===== config.mk =====
export PLATFORM = sky130hd
export DESIGN_NAME = branch_comp
export DESIGN_NICKNAME = d
export VERILOG_FILES = /design/src/rtl/branch_comp.sv
export SDC_FILE = /design/constraint.sdc
export NUM_CORES = 1
export LEC_CHECK = 0
export BUFFER_PORTS_ARGS = -buffer_cell sky130_fd_sc_hd__buf_2
export CAP_MARGIN = 30
export CORE_MARGIN = 10
export CORE_UTILIZATION = 42
export CTS_CLUSTER_DIAMETER = 80
export DETAILED_ROUTE_END_ITERATION = 8
export PLACE_DENSITY = 0.86
export SLEW_MARGIN = 20
export SYNTH_ARGS = -nofsm -noshare
export SYNTH_HDL_FRONTEND = slang
export SYNTH_SLANG_ARGS = --single-unit

===== constraint.sdc =====
create_clock -name clk -period 3.5 [get_ports clk]
set_input_delay 0 -clock clk [delete_from_list [all_inputs] [get_ports clk]]
set_output_delay 0 -clock clk [all_outputs]
set_load 0.03 [all_outputs]

===== src/rtl/branch_comp.sv =====
// RV32I branch comparator: zero-latency equality / less-than flags for the
// control unit, plus a one-cycle registered copy for trace and pipelined reuse.
module branch_comp #(
    parameter int WIDTH = 32
) (
    input  logic             clk,
    input  logic             rst,
    input  logic [WIDTH-1:0] data1,
    input  logic [WIDTH-1:0] data2,
    input  logic             BrUn,
    output logic             Eq,
    output logic             Lt,
    output logic             Eq_q,
    output logic             Lt_q
);

    logic msb_differ;
    logic ult;

    assign Eq         = (data1 == data2);
    assign ult        = (data1 < data2);
    assign msb_differ = data1[WIDTH-1] ^ data2[WIDTH-1];

    // With differing sign bits the negative operand (MSB set) is the smaller
    // one; with matching sign bits signed and unsigned order coincide.
    assign Lt = (!BrUn && msb_differ) ? data1[WIDTH-1] : ult;

    always_ff @(posedge clk) begin
        if (rst) begin
            Eq_q <= 1'b0;
            Lt_q <= 1'b0;
        end else begin
            Eq_q <= Eq;
            Lt_q <= Lt;
        end
    end

endmodule


==> impl_metrics.toml, run 1 <==
[critical_path]
crit_fanout = 3
worstSetupEndpointType = "output pin"
crit_path_start = "data1[14]"
critPathLaunchType = "input pin"
worstPathArrival_ns = 1.65
crit_required_ns = 3.50
path_class = "in -> out"

[synth]
yosys.area.top_type_share_pct = 45.58
synth_area_um2 = 878.3
yosysSeqAreaShare_pct = 4.558
synth_top_cell_by_area = "ha_1"
syn_nets = 222
ys_warn_count = 0
synthTopCellsByArea = "ha_1 (46%), inv_1 (15%), a21oi_1 (6.8%)"
synth.distinct_cells = 25
synth_cells = 123
ys_ff_latch = 2
syn_area_per_cell_um2 = 7.141

[drt]
drc = 0
ant_nets = 0
first_iter_violations = 26
routedWlPerCell_um = 12.49
drtPass1Iterations = 6
via_per_inst = 4.746
num_vias = 1063
drt_wl_total_mm = 2.798

[power]
p_per_area_nw_per_um2 = 162.4
vdd_ir_drop_max_mv = 0.08788
leakage_nw = 0.8322

[cts]
cts_setup_buffers = 0
cts_buffers = 3
post_cts_resized = 0
clockBufferDepth = 2
clkTransAtPathRegs_ns = 0.03
cts_max_level = 1
cts_sinks = 2
ctsHoldBuffers = 1
cts-root-buf = "clkbuf_4"
tritoncts = "yes"

[cells_and_area]
final_cell_mix = "buf_2 (70), inv_1 (35), ha_1 (32)"
layoutNonFillerInstCount = 224
antenna_cells = 0
nets = 298
drive_gt1_share_pct = 38.58
syn_to_final_growth_pct = 47.44
fin_area_um2 = 1295
final_common_cell = "buf_2"

[floorplanning]
die_area_um2 = 4320
die_h_um = 65.73
core_um2 = 1982
std_cell_rows = 16
io_pins = 71
initial_core_util_pct = 44.32
die_width_um = 65.73

[placement]
gp_congestion = 0.7840
post-dp-hpwl_mm = 2.671
preCtsSetupSlack_ns = 1.836
place_area_um2 = 1262
io_buffers = 70
dp.cells = 220

[sta]
setup_slack_ns = 1.852
hold_viol_final = 0
max-slew-margin-rel_pct = 72.91
setup_viol = 0
fmax_mhz = 607.0
layout_min_cycle_time_ns = 1.648
fin_crit_sh_pct = 47.07
grt_setup_unrepaired = "false"
worst_pin_slew_ns = 0.4027
slew_violations = 0
setup_tns_ns = 0

[worst_hold_path]
min_delay_path_depth = 4
min_from = "data2[0]"
worstHoldPathType = "in -> reg"

[outcome]
outcome = "finished, final reports clean"

[global_route]
globalRouteTotalUtil_pct = 12.41
grt_overflow = 0
grt_pass1_vias = 1161
grt_antenna_before_repair = 0
grt_pass1_wl_mm = 4.505
grt_max_degree = 5

[job]
maxCapViolCount = 0
==> metal layers <==
metal | routed length [µm] | share of wire, % | GRT usage (%)
met5 | 0 | 0 | 0
met4 | 0 | 0 | 3.209
met3 | 343 | 12 | 6.441
met2 | 1443 | 52 | 23.91
met1 | 1011 | 36 | 10.92
==> layout make-up <==
cell class / count / area (µm²)
multi-input cells: 86 / 706.9
clock buffers: 3 / 22.52
inverters: 35 / 131.4
fillers: 169 / 686.9
flip-flops and latches: 2 / 40.04
well taps: 27 / 33.78
repair buffers: 71 / 360.3
==> path summary, 6_finish.rpt <==
check | to | slack [ns]
max | Lt | 1.85
min | Eq_q | 0.27
==> worst max-delay path: stages <==
cell	delay, ns
buf_2	0.10
ha_1	0.32
nand4_1	0.15
nor4_1	0.39
a21boi_0	0.24
o31a_1	0.20
nor2_1	0.06
buf_2	0.18
==> registers in the layout, indices dropped and copies added, names as in the netlist <==
name	flops
Eq_q	1
Lt_q	1
==> cell families after synthesis <==
logic type,after synthesis,synth area share [%]
DFF,2,4.559
AOI/OAI and AO/OA,25,18.24
and+or+nand+nor,29,16.67
buffers and inverters,35,14.96
adders and majority gates,32,45.58
==> cells in the mapped netlist <==
master     number
a2111oi_0       1
a21boi_0        1
a21o_1          1
a21oi_1        12
a21oi_2         1
a221o_1         1
a2bb2oi_1       1
dfxtp_1         2
ha_1           32
inv_1          35
nand2_1         9
nand3_1         2
nand4_1         7
nor2_1          5
nor2b_1         1
nor3_1          1
nor3_2          1
nor4_1          2
o2111ai_1       1
o211ai_1        1
o21a_1          1
o21ai_0         2
o22ai_1         1
o31a_1          1
or2_2           1
==> report_power, final <==
group	leakage, nW	internal (mW)	switching, mW
Clock	0.0138	0.0378	0.0126
Combinational	0.802	0.0681	0.0671
Sequential	0.0164	0.0245	0.000253
Total	0.832	0.130	0.0800
==> stage by stage <==
step / utilization, % / power, mW / hold WS [ns]
detailed placement: 63.70 / 0.1605 / 0.1904
global route: 65.34 / 0.2345 / 0.2881
CTS: 65.34 / 0.2162 / 0.2624
finish: 65.34 / 0.2104 / 0.2739
floorplan: - / 0.1020 / 0.06972
global placement: 63.70 / 0.1516 / 0.1860
Power figures use the tool's default switching activity.
==> inputs of run 2 (changes only) <==
Settings changed: ABC_AREA from default to 1, CORE_UTILIZATION 42 to 41, PLACE_DENSITY 0.86 to 0.82.
Clock period 3.5 ns to 1.7 ns, I/O delays scaled along.
==> run 2 against run 1 <==
Compared with the run above: global-route usage fell by 1.8 points; critical endpoint is now Eq; worst setup slack got worse by 1.4 ns; largest cell class unchanged; sequential power rose by 100%.
==> impl_metrics.toml, run 2 <==
[global_route]
grt_pass1_vias = 1116
grt_antenna_before_repair = 0
globalRouteTotalUtil_pct = 10.60
grt_overflow = 0
grt_pass1_wl_mm = 4.036
grt_max_degree = 4

[synth]
synth_area_um2 = 950.9
synth_top_cell_by_area = "ha_1"
ys.flop_type = "dfxtp_1"
synthTopCellsByArea = "ha_1 (42%), nand2_1 (16%), inv_1 (15%)"
ys_warn_count = 0
syn_nets = 252
ys_ff_latch = 2
syn_area_per_cell_um2 = 6.215
ys_async_sr_fraction_pct = 0
yosysMostFrequentCell = "nand2_1"
yosys-top-cells-count = "nand2_1 (40), inv_1 (39), ha_1 (32)"
yosysSeqAreaShare_pct = 4.211
synth_cells = 153
yosys.area.top_type_share_pct = 42.11
synth_edf_count = 0
synth.distinct_cells = 16

[worst_hold_path]
min_to = "Lt_q"
worstHoldPathType = "in -> reg"
min_delay_path_depth = 3
min_from = "data1[31]"

[floorplanning]
io_pins = 71
die_area_um2 = 4646
std_cell_rows = 17
die_h_um = 68.16
initial_core_util_pct = 42.99
die_width_um = 68.16
core_um2 = 2212

[critical_path]
worstSetupEndpointType = "output pin"
crit_fanout = 3
crit_required_ns = 1.70
max_stage_delay_ns = 0.30
critPathLaunchType = "input pin"
worstPathArrival_ns = 1.23
slowest_stage = "ha_1"
cp_cell_sequence = "buf_2 -> ha_1 -> nand2_1 -> nor2_2 -> nand2_1 -> nor2_2 -> inv_2 -> nor3_2 -> buf_2"
path_class = "in -> out"

[drt]
drtPass1Iterations = 6
drt_wl_total_mm = 2.549
routedWlPerCell_um = 9.996
via_per_inst = 4.467
drc = 0
num_vias = 1139
first_iter_violations = 18
ant_nets = 0

[sta]
setup_viol = 0
worst_pin_slew_ns = 0.1702
fmax_mhz = 811.2
setup_tns_ns = 0
hold_viol_final = 0
slew_violations = 0
max-slew-margin-rel_pct = 88.56
fin_crit_sh_pct = 72.52
setup_slack_ns = 0.4672
grt_setup_unrepaired = "false"
layout_min_cycle_time_ns = 1.233
timing.hold.ws_ns = 0.07927

[cts]
cts-root-buf = "clkbuf_4"
cts_buffers = 3
cts_sinks = 2
cts_max_level = 1
clockBufferDepth = 2
tritoncts = "yes"
clkTransAtPathRegs_ns = 0.03
cts_setup_buffers = 0

[cells_and_area]
final_common_cell = "buf_2"
syn_to_final_growth_pct = 43.95
utilization_pct = 61.88
final_cell_mix = "buf_2 (70), nand2_1 (40), inv_1 (39)"
antenna_cells = 0
nets = 328
fin_area_um2 = 1369
largest_registers = "Eq_q (1), Lt_q (1)"
drive_gt1_share_pct = 36.56

[placement]
place_area_um2 = 1336
post-dp-hpwl_mm = 2.437
gp_congestion = 0.7759
preCtsSetupSlack_ns = 0.4635
io_buffers = 70

[outcome]
outcome = "finished, final reports clean"

[power]
leakage_nw = 0.9377
vdd_ir_drop_max_mv = 0.1858
p_per_area_nw_per_um2 = 320.4

[job]
maxCapViolCount = 0
-- run 2: changes by cell type after synthesis, sizes merged, moves of 5 or more --
cell / before / now
nand2: 9 / 40
nand4: 7 / 2
nor2: 5 / 13
inv: 35 / 42
-- run 2: kinds of logic (layout without fill, tap and decap cells) --
| logic type | Yosys count | after routing | synth area share [%] |
|---|---|---|---|
| adders and majority gates | 32 | 32 | 42.10 |
| buffers and inverters | 42 | 116 | 16.58 |
| DFF | 2 | 2 | 4.211 |
| and+or+nand+nor | 60 | 60 | 27.11 |
| AOI/OAI and AO/OA | 17 | 17 | 10.00 |
-- run 2: cell type report --
| class | count | area (µm²) |
|---|---|---|
| clock buffers | 3 | 22.52 |
| fillers | 233 | 843.3 |
| inverters | 42 | 157.7 |
| multi-input cells | 109 | 753.2 |
| flip-flops and latches | 2 | 40.04 |
| well taps | 28 | 35.03 |
| repair buffers | 71 | 360.3 |
-- run 2: through the flow --
stage | total power, mW | std cells
after floorplan | 0.2172 | 153
after global placement | 0.3217 | 251
after detailed placement | 0.3284 | 251
after CTS | 0.4458 | 255
after global routing | 0.4999 | 255
final | 0.4385 | 255
-- run 2: worst max-delay path by stage --
stage               startpoint  depth (start not counted)  to
global placement     data1[11]                         10  Lt
floorplan            data2[31]                          8  Eq
CTS                  data1[31]                          9  Eq
finish               data1[31]                          9  Eq
detailed placement   data2[23]                         10  Eq
global route          data1[1]                         14  Lt
-- run 2: layer usage --
metal  GRT usage, %  wire (µm)  vias up
met5              0          0        -
met4          5.276         21        0
met3          4.568        387        4
met2          17.56       1129       51
met1          11.32       1011      458
li1               -          -      626
-- run 2: report_power, final --
part | switching [mW] | total (mW) | internal (mW)
clock | 0.0343 | 0.113 | 0.0784
sequential | 0.000526 | 0.0503 | 0.0498
combinational | 0.137 | 0.275 | 0.138
total | 0.172 | 0.439 | 0.266
-- run 2: repair_timing --
| action | CTS | global route |
|---|---|---|
| hold endpoints to repair | 2 | 0 |
| hold buffers | 1 | 0 |
| resized for setup | 0 | 0 |
-- run 2: critical path: cells and delay by family --
family	cells	cell delay, ns
and+or+nand+nor	5	0.54
buffers and inverters	3	0.38
adders and majority gates	1	0.30
